$ cat src/rtl/fxp_pkg.sv
// rtl/fxp_pkg.sv - shared types and sizing helpers for the fxp_* arithmetic blocks
package fxp_pkg;

    typedef enum logic [1:0] {IDLE, CALC, FIN, DONE} fxp_iter_st_t;

    // Number of root bits the restoring square root must produce for a given format
    function automatic int fxp_sqrt_nb(input int wii, input int wif, input int wof);
        int s;
        int w;
        s = 2 * wof + 2 - wif;
        w = wii + wif + s;
        return (w + 1) / 2;
    endfunction

endpackage

$ cat src/rtl/fxp_sqrt_iter.sv
// rtl/fxp_sqrt_iter.sv - iterative restoring fixed-point square root, one root bit per clock
module fxp_sqrt_iter
    import fxp_pkg::*;
#(
    parameter int WII   = 8,
    parameter int WIF   = 8,
    parameter int WOI   = 8,
    parameter int WOF   = 8,
    parameter int ROUND = 1
) (
    input  logic                 rstn,
    input  logic                 clk,
    input  logic                 i_vld,
    output logic                 i_rdy,
    input  logic [WII+WIF-1:0]   in,
    output logic                 o_vld,
    input  logic                 o_rdy,
    output logic [WOI+WOF-1:0]   out,
    output logic                 overflow
);

    localparam int WI   = WII + WIF;
    localparam int WO   = WOI + WOF;
    localparam int S    = 2 * WOF + 2 - WIF;
    localparam int NB   = fxp_sqrt_nb(WII, WIF, WOF);
    localparam int WRAD = 2 * NB;
    localparam int WREM = NB + 2;
    localparam int WCNT = $clog2(NB + 1);
    localparam int WC   = (NB + 1 > WO) ? NB + 1 : WO;
    localparam bit RND  = (ROUND != 0);
    localparam logic [WC-1:0] SAT_MAX = {{(WC - WO + 1){1'b0}}, {(WO - 1){1'b1}}};

    fxp_iter_st_t state, state_nxt;

    logic [WRAD-1:0] rad;
    logic [WRAD-1:0] rad_init;
    logic [WREM-1:0] rem;
    logic [WREM-1:0] rem_sh;
    logic [WREM-1:0] trial;
    logic [NB-1:0]   q;
    logic [WCNT-1:0] cnt;
    logic            neg;
    logic            ge;
    logic [NB:0]     q_ext;
    logic [NB:0]     r_full;
    logic [WC-1:0]   r_ext;
    logic            sat;

    // Radicand aligned so that isqrt yields WOF+1 fractional bits (one guard bit for rounding)
    generate
        if (S >= 0) begin : g_shl
            assign rad_init = WRAD'(in) << S;
        end else begin : g_shr
            assign rad_init = WRAD'(in >> (-S));
        end
    endgenerate

    assign rem_sh = WREM'({rem, rad[WRAD-1 -: 2]});
    assign trial  = {q, 2'b01};
    assign ge     = (rem_sh >= trial);

    assign q_ext  = {1'b0, q};
    assign r_full = RND ? ((q_ext + (NB + 1)'(1)) >> 1) : (q_ext >> 1);
    assign r_ext  = WC'(r_full);
    assign sat    = (r_ext > SAT_MAX);

    assign i_rdy = (state == IDLE);
    assign o_vld = (state == DONE);

    always_ff @(posedge clk or negedge rstn) begin
        if (!rstn) begin
            state <= IDLE;
        end else begin
            state <= state_nxt;
        end
    end

    // A negative operand still passes through CALC for one cycle, but skips the iterations
    always_comb begin
        state_nxt = state;
        unique case (state)
            IDLE: if (i_vld) state_nxt = CALC;
            CALC: if (neg || cnt == '0) state_nxt = FIN;
            FIN:  state_nxt = DONE;
            DONE: if (o_rdy) state_nxt = IDLE;
            default: state_nxt = IDLE;
        endcase
    end

    always_ff @(posedge clk or negedge rstn) begin
        if (!rstn) begin
            rad      <= '0;
            rem      <= '0;
            q        <= '0;
            cnt      <= '0;
            neg      <= 1'b0;
            out      <= '0;
            overflow <= 1'b0;
        end else begin
            unique case (state)
                IDLE: begin
                    if (i_vld) begin
                        neg <= in[WI-1];
                        rad <= in[WI-1] ? '0 : rad_init;
                        rem <= '0;
                        q   <= '0;
                        cnt <= WCNT'(NB - 1);
                    end
                end
                CALC: begin
                    if (!neg) begin
                        rad <= rad << 2;
                        rem <= ge ? (rem_sh - trial) : rem_sh;
                        q   <= {q[NB-2:0], ge};
                        cnt <= cnt - 1'b1;
                    end
                end
                FIN: begin
                    if (neg) begin
                        out      <= '0;
                        overflow <= 1'b1;
                    end else if (sat) begin
                        out      <= SAT_MAX[WO-1:0];
                        overflow <= 1'b1;
                    end else begin
                        out      <= r_ext[WO-1:0];
                        overflow <= 1'b0;
                    end
                end
                default: ;
            endcase
        end
    end

endmodule
$ cat config.mk
export PLATFORM = sky130hd
export DESIGN_NAME = fxp_sqrt_iter
export DESIGN_NICKNAME = d
export VERILOG_FILES = /design/src/rtl/fxp_pkg.sv /design/src/rtl/fxp_sqrt_iter.sv
export SDC_FILE = /design/constraint.sdc
export NUM_CORES = 1
export LEC_CHECK = 0
export BUFFER_PORTS_ARGS = -buffer_cell sky130_fd_sc_hd__buf_2
export CAP_MARGIN = 10
export CORE_MARGIN = 4
export CORE_UTILIZATION = 50
export CTS_CLUSTER_DIAMETER = 200
export DETAILED_ROUTE_END_ITERATION = 10
export PLACE_DENSITY = 0.77
export SYNTH_ARGS = -nofsm -noshare
export SYNTH_HDL_FRONTEND = slang
export SYNTH_SLANG_ARGS = --single-unit
$ cat constraint.sdc
create_clock -name clk -period 2.65 [get_ports clk]
set_clock_uncertainty 0.2 [all_clocks]
set_input_delay 0.3975 -clock clk [delete_from_list [all_inputs] [get_ports clk]]
set_output_delay 0.3975 -clock clk [all_outputs]
set_load 0.02 [all_outputs]
==> results by group, run 1 <==
Status
  – Status: finished, final reports clean

Die
  – Num rows: 30
  – I/O pins: 39
  – Die area: 8630 um2
  – Die width: 92.9 um
  – Initial Utilization: 0.522
  – Chip height: 92.9 um
  – CORE AREA: 6910 um2

Global routing
  – Initial antenna violation count: 0
  – GRT Util Overall: 0.194
  – Vias in the first global route: 2818
  – Global-route wire length before repair: 13.4 mm
  – Largest net degree at the start of global routing: 34
  – Gr ovfl total: 0

Synth
  – Synth Warn #: 0
  – Post-synth EDFFs: 0
  – Cell variety after synth: 52
  – Yosys top cell by area: dfrtp_1
  – Asr flop ratio synth: 1.00
  – Post-synthesis sequential area ratio: 0.438
  – Most common cell in the synthesized netlist: dfrtp_1
  – Complex-gate fraction of the synthesized area: 0.195
  – Synth top area share: 0.438
  – Post-Synthesis Cells: 377
  – Average cell area after synthesis: 9.55 um2
  – Post-synthesis simple-gate area fraction: 0.137
  – Synth top area cells: dfrtp_1 44%, ha_1 7.3%, inv_1 5.0%, xnor2_1 4.4%, a222oi_1 3.6%
  – Register bit total from synthesis: 63
  – Largest family of logic cells by synthesized area: compound AO/OA/AOI/OAI gates
  – Mux share of post-synthesis cell area: 0.0292
  – Mapped cell area: 3600 um2
  – Synth Area in XOR/XNOR: 0.0486
  – Synth top cells by count: 63 x dfrtp_1, 48 x inv_1, 34 x nand2_1, 23 x o21ai_0, 21 x ha_1
  – Prevailing post-synth register cell: dfrtp_1
  – Synth Area in Adders: 0.0729

Critical path
  – CP endpoint kind: flop
  – Critical path arrival: 2.60 ns
  – Kind of critical path: flop to flop
  – Critical-path cell list: inv_1 -> ha_1 -> a21o_1 -> a221o_1 -> o31ai_2 -> o21ai_2 -> buf_4 -> mux2i_1 -> a22o_1
  – Startpoint Class: flop
  – Slowest stage delay, CP: 0.40 ns
  – CP required: 2.68 ns
  – Slowest CP cell: dfrtp_1
  – Worst-path maximum fanout: 6

Placement
  – Area post-placement: 3940 um2
  – Placed insts: 505
  – Port buffer count: 35
  – Worst slack, placed: 0.0277 ns
  – Gpl congestion: 0.954
  – Dpl hpwl: 5.77 mm

Routing
  – Remaining routing DRC violations: 0
  – Via density: 5.60
  – Initial DRC count: 194
  – Drt pass-1 iters: 5
  – Vias: 2922
  – Post-DRT Antenna Nets: 0
  – Wire per inst: 15.3 um
  – Final wirelength: 7.97 mm

Finish
  – Layout cell share with drive strength beyond 1: 0.207
  – Final Util: 0.605
  – Antenna diodes: 0
  – Area delta synth->final: 16.0%
  – Final instance area: 4180 um2
  – Final Non-Filler Cells: 522
  – Fin nets: 462

Pwr
  – Pwr per Cell Area: 1300 nW/um2
  – Worst vdd ir: 0.620 mV
  – Leakage: 1.96 nW
  – Total power: 5.44 mW

Clock tree
  – Root Buffer Master: clkbuf_8
  – Total CTS buffers: 9
  – H-tree depth: 3
  – Clk buf depth: 2
  – Clk sinks: 63
  – CTS tree: yes
  – Clk slew on worst S/H paths: 0.07 ns
  – Worst-Skew Late Latency: 0.34 ns

Timing
  – Slew Viols, Final: 0
  – Relative slew margins: 0.511
  – Final period util: 0.971
  – # setup viols final: 0
  – Tmin final: 2.57 ns
  – Min Hold Slack: 0.0696 ns
  – Fin worst setup slack: 0.0770 ns
  – Slew @ Worst Pin: 0.734 ns
  – Setup TNS Final: 0 ns
  – Final Hold Vio Count: 0
  – Fmax: 389 MHz

Job
  – Max Cap Violations: 0

Min path
  – HP Class: input port to flop
critical path, delay by kind of cell (launching register included):
family                     cells  cell delay (ns)
muxes                          1             0.12
AOI/OAI and AO/OA              5             1.13
DFF                            1             0.40
adders and majority gates      1             0.31
buffers and inverters          2             0.32
placed cells by master (no fill, tap or decap), types with 2 or more instances in the layout:
master,count
a21o_1,3
a21oi_1,9
a222oi_1,13
a22o_1,4
a32oi_1,6
and3_1,7
buf_2,35
buf_4,16
clkbuf_8,10
clkinvlp_4,3
conb_1,3
dfrtp_1,63
ha_1,20
inv_1,48
mux2_2,4
mux2i_1,6
nand2_1,34
nand2b_1,7
nand3_1,10
nand3b_1,3
nand4_1,2
nor2_1,10
nor2b_1,3
nor3_1,5
nor3b_1,4
nor4_1,3
o21ai_0,22
o21ai_1,4
o21ai_2,2
o21bai_1,2
o22ai_1,12
o31ai_1,2
o41ai_1,2
or2_2,3
xnor2_1,18
xor2_1,2
per-layer routing:
| metal | wire [um] | vias to the layer above | track usage | part of all wire |
|---|---|---|---|---|
| li1 | - | 1421 | - | - |
| met1 | 3700 | 1411 | 0.261 | 0.46 |
| met2 | 3760 | 77 | 0.312 | 0.47 |
| met3 | 377 | 13 | 0.0455 | 0.047 |
| met4 | 129 | 0 | 0.0611 | 0.016 |
| met5 | 0 | - | 0 | 0 |
repair_timing:
| item | in CTS | in global routing |
|---|---|---|
| setup buffers | 0 | 0 |
| endpoints found under the setup margin | 0 | 9 |
| hold buffers | 1 | 0 |
| endpoints found under the hold margin | 30 | 0 |
| resized for setup | 0 | 6 |
where the power goes:
group / switching, mW / internal [mW] / total [mW]
Combinational: 1.74 / 1.34 / 3.08
Sequential: 0.238 / 1.28 / 1.52
Clock: 0.384 / 0.458 / 0.842
cell families after synthesis:
family                   Yosys count
XOR/XNOR                          20
multiplexers                      10
flip-flops                        63
buffers and inverters             70
AO/OA/AOI/OAI                     95
AND/OR/NAND/NOR                   97
adder cells (fa/ha/maj)           21
other                              1
flip-flops by register name, indices dropped and copies added, names as in the netlist:
signal	cells
rem	13
cnt	4
out	13
q	13
rad	16
state	2
overflow	1
neg	1
path summary, 6_finish.rpt:
| check | startpoint | to | slack (ns) | depth (start not counted) |
|---|---|---|---|---|
| hold / removal | in[0] | rad[10] | 0.07 | 2 |
| max in group asynchronous | rstn | rad[18] | 1.15 | 3 |
| hold reg to reg | rad[17] | rad[19] | 0.29 | 2 |
| setup reg to reg | q[6] | rem[1] | 0.08 | 9 |
| setup / recovery | q[6] | rem[1] | 0.08 | 9 |
| min in group asynchronous | rstn | q[4] | 0.46 | 2 |
cell type report:
class | count | area [um2]
sequential | 63 | 1580
tap | 96 | 120
multi-input combinational | 246 | 1780
inverter | 48 | 180
fill | 607 | 2730
clock buffer | 11 | 141
clock inverter | 5 | 57.6
timing repair buffer | 53 | 325
(Power assumes the default switching activity.)
==> run 2, diff against run 1 <==
Settings changed: BUFFER_PORTS_ARGS -buffer_cell sky130_fd_sc_hd__buf_2 to default, CELL_PAD_IN_SITES_DETAIL_PLACEMENT from default to 1, CELL_PAD_IN_SITES_GLOBAL_PLACEMENT from default to 1, CORE_UTILIZATION 50 to 49, DONT_BUFFER_PORTS from default to 1, PLACE_DENSITY 0.77 to 0.86.
==> run 2 against run 1 <==
Effect of this change: register-to-register slack got worse by 0.03 ns; maximum frequency decreased by 1.2%; sequential cell count did not move; power up 6.7%; utilization decreased by 0.83 points; first-iteration DRC count up 49%; wire length increased by 31%.
==> results by group, run 2 (synthesis gave the netlist of run 1 again) <==
Die
  – Chip height: 93.7 um (was 92.9 um)
  – I/O pins: 39 (unchanged)
  – Die width: 93.7 um (was 92.9 um)
  – Num rows: 30 (unchanged)
  – CORE AREA: 6980 um2 (was 6910 um2)
  – Initial Utilization: 0.516 (was 0.522)
  – Die area: 8790 um2 (was 8630 um2)

Global routing
  – Initial antenna violation count: 0 (unchanged)
  – Global-route wire length before repair: 17.0 mm (was 13.4 mm)
  – Vias in the first global route: 3392 (was 2818)
  – GRT Util Overall: 0.250 (was 0.194)
  – Gr ovfl total: 0 (unchanged)
  – Largest net degree at the start of global routing: 64 (was 34)

Critical path
  – Slowest stage delay, CP: 0.38 ns (was 0.40 ns)
  – Crit path launch: q[2] (was q[6])
  – Critical path arrival: 2.63 ns (was 2.60 ns)
  – Worst-path maximum fanout: 5 (was 6)
  – Startpoint Class: flop (unchanged)
  – Critical-path cell list: inv_1 -> ha_1 -> a21oi_1 -> o311ai_4 -> a211oi_2 -> o21ai_2 -> buf_4 -> mux2i_1 -> a22o_1 (was inv_1 -> ha_1 -> a21o_1 -> a221o_1 -> o31ai_2 -> o21ai_2 -> buf_4 -> mux2i_1 -> a22o_1)
  – CP required: 2.68 ns (about the same)
  – Family with the most delay on the worst path: compound AO/OA/AOI/OAI gates (unchanged)
  – Crit path buf inv count: 2 (unchanged)
  – R2R Path Start: q[2] (was q[6])
  – R2r worst-path depth: 9 (unchanged)
  – CP endpoint kind: flop (unchanged)
  – Kind of critical path: flop to flop (unchanged)
  – Worst R2R End: rem[1] (unchanged)
  – R2R setup slack: 0.05 ns (was 0.08 ns)
  – Slowest CP cell: ha_1 (was dfrtp_1)

Timing
  – Slew Viols, Final: 0 (unchanged)
  – Final Hold Vio Count: 0 (unchanged)
  – RSZ-0062 raised after global routing: yes
  – Slew @ Worst Pin: 0.598 ns (was 0.734 ns)
  – Relative slew margins: 0.601 (was 0.511)
  – Tmin final: 2.60 ns (was 2.57 ns)
  – Fmax: 384 MHz (was 389 MHz)
  – Final period util: 0.983 (was 0.971)
  – Min Hold Slack: 0.0102 ns (was 0.0696 ns)
  – # setup viols final: 0 (unchanged)

Clock tree
  – Clk sinks: 63 (unchanged)
  – CTS tree: yes (unchanged)
  – Root Buffer Master: clkbuf_8 (unchanged)
  – H-tree depth: 3 (unchanged)
  – Clk buf depth: 2 (unchanged)
  – Worst-Skew Late Latency: 0.35 ns (was 0.34 ns)
  – Clk slew on worst S/H paths: 0.08 ns (was 0.07 ns)
  – Total CTS buffers: 9 (unchanged)

Routing
  – Remaining routing DRC violations: 0 (unchanged)
  – Wire per inst: 20.8 um (was 15.3 um)
  – Post-DRT Antenna Nets: 0 (unchanged)
  – Via density: 6.09 (was 5.60)
  – Met3 wire length: 481 um (was 377 um)
  – Total length of routed met2 wires: 5.37 mm (was 3.76 mm)
  – Final wirelength: 10.4 mm (was 7.97 mm)
  – Drt pass-1 iters: 5 (unchanged)
  – Top Layer Used: met4 (unchanged)
  – Met1 wire length: 4.26 mm (was 3.70 mm)
  – Initial DRC count: 289 (was 194)
  – Vias: 3057 (was 2922)

Finish
  – Fin nets: 442 (was 462)
  – Layout cell share with drive strength beyond 1: 0.140 (was 0.207)
  – Final Non-Filler Cells: 502 (was 522)
  – Antenna diodes: 0 (unchanged)
  – Most common cell after layout, fill and taps aside: dfrtp_1 (unchanged)
  – Area delta synth->final: 15.7% (was 16.0%)
  – Most flops, register: rad (unchanged)
  – Most frequent cells in the layout: 62 x dfrtp_1, 48 x inv_1, 34 x nand2_1 (was 63 x dfrtp_1, 48 x inv_1, 35 x buf_2)
  – Largest register FFs: 16 (unchanged)

Pwr
  – Total power: 5.81 mW (was 5.44 mW)
  – Sw frac: 0.449 (was 0.434)
  – Pwr per Cell Area: 1390 nW/um2 (was 1300 nW/um2)
  – Net Switching: 2.61 mW (was 2.36 mW)
  – Internal power: 3.20 mW (was 3.08 mW)
  – Worst vdd ir: 0.565 mV (was 0.620 mV)
  – Clk network pwr share: 0.167 (was 0.155)
  – Flop pwr share: 0.276 (was 0.279)
  – Leakage: 1.89 nW (was 1.96 nW)
  – Combinational power share: 0.558 (was 0.567)

Min path
  – HP Class: input port to flop (unchanged)
  – Hold path depth: 2 (unchanged)
  – Worst Hold Path EP: rad[13] (was rad[10])
  – HP Start: in[3] (was in[0])

Placement
  – Placed insts: 473 (was 505)
  – Port buffer count: 0 (was 35)
  – Dpl hpwl: 6.75 mm (was 5.77 mm)
  – Gpl congestion: 0.865 (was 0.954)

Status
  – Status: finished, final reports clean (unchanged)

Job
  – Max Cap Violations: 0 (unchanged)
## run 2: changes by cell type in the layout (fill, tap and decap cells not counted), sizes merged
cell         change
buf             -30
dlygate4sd3     +10
clkinvlp         -3
clkbuf           +2
bufinv           +1
## run 2: how the worst max path moves through the flow
stage	end	depth (start not counted)	slack [ns]
floorplan	rem[1]	9	0.20
global placement	rem[0]	8	0.18
detailed placement	rem[0]	8	0.07
CTS	rem[12]	8	0.01
global route	rem[9]	8	-0.03
finish	rem[1]	9	0.05
## run 2: layout make-up
class,instances,area [um2]
Tap cell,96,120
Clock buffer,13,159
Sequential cell,63,1580
Multi-Input combinational cell,246,1770
Timing Repair Buffer,33,295
Fill cell,793,2820
Clock inverter,3,65.1
Inverter,48,180
## run 2: worst reg2reg max path: cells and delay by family, from the launching register on
family	cells	cell delay, ns
compound gates	5	1.14
fa+ha+maj	1	0.38
buf+inv	2	0.27
flops	1	0.37
mux	1	0.12
## run 2: stage by stage
stage	util	TNS (ns)	cell area (um2)	setup slack, ns
2_1_floorplan	-	0	3610	0.204
3_3_place_gp	0.541	0	3780	0.177
3_5_place_dp	0.541	0	3780	0.0690
4_1_cts	0.593	0	4140	0.0126
5_1_grt	0.597	-0.0766	4170	-0.0253
6_report	0.597	0	4170	0.0461
## run 2: what timing repair did
action / CTS / global route
endpoints found under the hold margin: 73 / 0
pin swaps: 0 / 2
hold buffers: 12 / 0
cloned: 0 / 0
setup buffers: 0 / 1
resized for setup: 1 / 5
setup endpoints to repair: 5 / 24
## run 2: power by group through the flow
stage / Combinational [mW] / Clock, mW / Sequential [mW]
final: 3.24 / 0.969 / 1.60
after global routing: 3.52 / 1.03 / 1.64
after CTS: 3.13 / 0.985 / 1.59
after detailed placement: 3.00 / 0 / 1.59
after global placement: 2.80 / 0 / 1.57
after floorplan: 2.27 / 0 / 1.51
## run 2: layer usage
layer / vias up / global-route usage
met1: 1543 / 0.296
met3: 26 / 0.0537
met2: 108 / 0.426
met4: 0 / 0.125
met5: - / 0
li1: 1380 / -
==> run 3, diff against run 2 <==
Settings changed: RECOVER_POWER from default to 50.
==> run 3 against run 2 <==
Effect of this change: the flow now finishes with violations (capacitance limit, slew limit); final cell count is the same; maximum frequency shrank 0.40%; first-iteration DRC count grew 6.6%; clock-buffer cell count is the same; sequential power is essentially flat; largest power group unchanged.
==> results by group, run 3 (synthesis gave the netlist of run 1 again) <==
Status
  – Status: complete, but fails checks (was finished, final reports clean)
  – Violated checks: capacitance limit, slew limit

Finish
  – Final Non-Filler Cells: 502 (unchanged)
  – Largest register FFs: 16 (unchanged)
  – Seq. cell area: 1580 um2 (unchanged)
  – Most flops, register: rad (unchanged)
  – Antenna diodes: 0 (unchanged)
  – Layout cell share with drive strength beyond 1: 0.140 (unchanged)
  – Multi-input gate area in the final layout: 1770 um2 (unchanged)
  – Most common cell after layout, fill and taps aside: dfrtp_1 (unchanged)
  – Fin nets: 442 (unchanged)
  – Layout filler cell count: 796 (was 793)
  – Most frequent cells in the layout: 62 x dfrtp_1, 48 x inv_1, 34 x nand2_1 (unchanged)
  – Area delta synth->final: 15.0% (was 15.7%)

Global routing
  – Initial antenna violation count: 0 (unchanged)
  – Largest net degree at the start of global routing: 64 (unchanged)
  – Global-route wire length before repair: 17.0 mm (unchanged)
  – GRT Util Overall: 0.250 (unchanged)
  – Vias in the first global route: 3392 (unchanged)
  – Gr ovfl total: 0 (unchanged)

Routing
  – Top Layer Used: met4 (unchanged)
  – Met3 wire length: 507 um (was 481 um)
  – Via density: 6.07 (was 6.09)
  – Initial DRC count: 308 (was 289)
  – Drt pass-1 iters: 10 (was 5)
  – Post-DRT Antenna Nets: 0 (unchanged)
  – Final wirelength: 10.5 mm (was 10.4 mm)
  – Total length of routed met2 wires: 5.33 mm (was 5.37 mm)
  – Wire per inst: 20.8 um (about the same)
  – Met1 wire length: 4.28 mm (was 4.26 mm)
  – Remaining routing DRC violations: 0 (unchanged)
  – Vias: 3049 (was 3057)

Critical path
  – R2r worst-path depth: 9 (unchanged)
  – R2R setup slack: 0.04 ns (was 0.05 ns)
  – Worst R2R End: rem[1] (unchanged)
  – Kind of critical path: flop to flop (unchanged)
  – Worst-path maximum fanout: 5 (unchanged)
  – CP required: 2.68 ns (about the same)
  – Startpoint Class: flop (unchanged)
  – R2R Path Start: q[2] (unchanged)
  – Critical path arrival: 2.64 ns (was 2.63 ns)
  – CP endpoint kind: flop (unchanged)

Placement
  – Port buffer count: 0 (unchanged)
  – Gpl congestion: 0.865 (unchanged)
  – Dpl hpwl: 6.75 mm (unchanged)
  – Placed insts: 473 (unchanged)

Pwr
  – Worst vdd ir: 0.565 mV (about the same)
  – Pwr per Cell Area: 1400 nW/um2 (was 1390 nW/um2)
  – Leakage: 1.88 nW (was 1.89 nW)

Clock tree
  – H-tree depth: 3 (unchanged)
  – CTS tree: yes (unchanged)
  – Clk sinks: 63 (unchanged)
  – Worst-Skew Late Latency: 0.35 ns (about the same)
  – Clk slew on worst S/H paths: 0.08 ns (about the same)
  – Total CTS buffers: 9 (unchanged)
  – Clk buf depth: 2 (unchanged)
  – Root Buffer Master: clkbuf_8 (unchanged)

Timing
  – Setup TNS Final: 0 ns (unchanged)
  – Final period util: 0.987 (was 0.983)
  – RSZ-0062 raised after global routing: yes (unchanged)
  – Slew @ Worst Pin: 1.58 ns (was 0.598 ns)
  – Relative slew margins: -0.0547 (was 0.601)
  – Fmax: 383 MHz (was 384 MHz)
  – Tmin final: 2.61 ns (was 2.60 ns)
  – # setup viols final: 0 (unchanged)
  – Slew Viols, Final: 64 (was 0)
  – Final Hold Vio Count: 0 (unchanged)

Die
  – Num rows: 30 (unchanged)
  – Initial Utilization: 0.516 (unchanged)
  – Chip height: 93.7 um (unchanged)
  – Die area: 8790 um2 (unchanged)
  – Die width: 93.7 um (unchanged)
  – CORE AREA: 6980 um2 (unchanged)
  – I/O pins: 39 (unchanged)

Job
  – Max Cap Violations: 1 (was 0)

Min path
  – Hold path depth: 2 (unchanged)
  – Worst Hold Path EP: rad[13] (unchanged)
  – HP Start: in[3] (unchanged)
  – HP Class: input port to flop (unchanged)
[run 3: how the worst max path moves through the flow]
stage,from,endpoint
final,q[2],rem[1]
after global routing,q[1],rem[9]
after CTS,q[3],rem[12]
after detailed placement,q[9],rem[0]
after global placement,q[7],rem[0]
after floorplan,q[7],rem[1]
[run 3: metal layers]
layer,global-route usage,vias to the layer above
met3,0.0537,26
met4,0.125,0
met5,0,-
li1,-,1379
met2,0.426,104
met1,0.296,1540
[run 3: critical path, cell delays in order (launching register included)]
cell and delay, ns:
dfrtp_1 0.37, inv_1 0.09, ha_1 0.37, a21oi_1 0.35, o311ai_4 0.18, a211oi_2 0.30
o21ai_2 0.13, buf_4 0.19, mux2i_1 0.12, a22o_1 0.18
[run 3: final cells by class]
| class | instances | share of cell area |
|---|---|---|
| Clock buffer | 13 | 0.0383 |
| Clock inverter | 3 | 0.0157 |
| Inverter | 48 | 0.0435 |
| Multi-Input combinational cell | 246 | 0.427 |
| Sequential cell | 63 | 0.381 |
| Tap cell | 96 | 0.0290 |
| Timing Repair Buffer | 33 | 0.0658 |
[run 3: power breakdown]
part,switching (mW),leakage [nW],internal [mW],total [mW]
Combinational,1.90,0.930,1.34,3.23
Clock,0.387,0.114,0.581,0.968
Sequential,0.324,0.834,1.28,1.60
Total,2.61,1.88,3.20,5.80
[run 3: metrics by stage]
stage          cell area [um2]  total power [mW]  utilization  setup WS (ns)  hold slack (ns)
2_1_floorplan             3610              3.79            -          0.204          -0.0981
3_3_place_gp              3780              4.37        0.541          0.177          -0.0963
3_5_place_dp              3780              4.59        0.541         0.0690          -0.0964
4_1_cts                   4140              5.71        0.593         0.0126         0.000727
5_1_grt                   4140              6.18        0.594        -0.0253          0.00557
6_report                  4140              5.80        0.594         0.0357          0.00852
[run 3: repair_timing]
action                                 CTS  global route
setup buffers                            0             1
gates resized for setup                  1             5
endpoints found under the hold margin   73             0
pin swaps                                0             2
hold buffers                            12             0
setup endpoints to repair                5            24
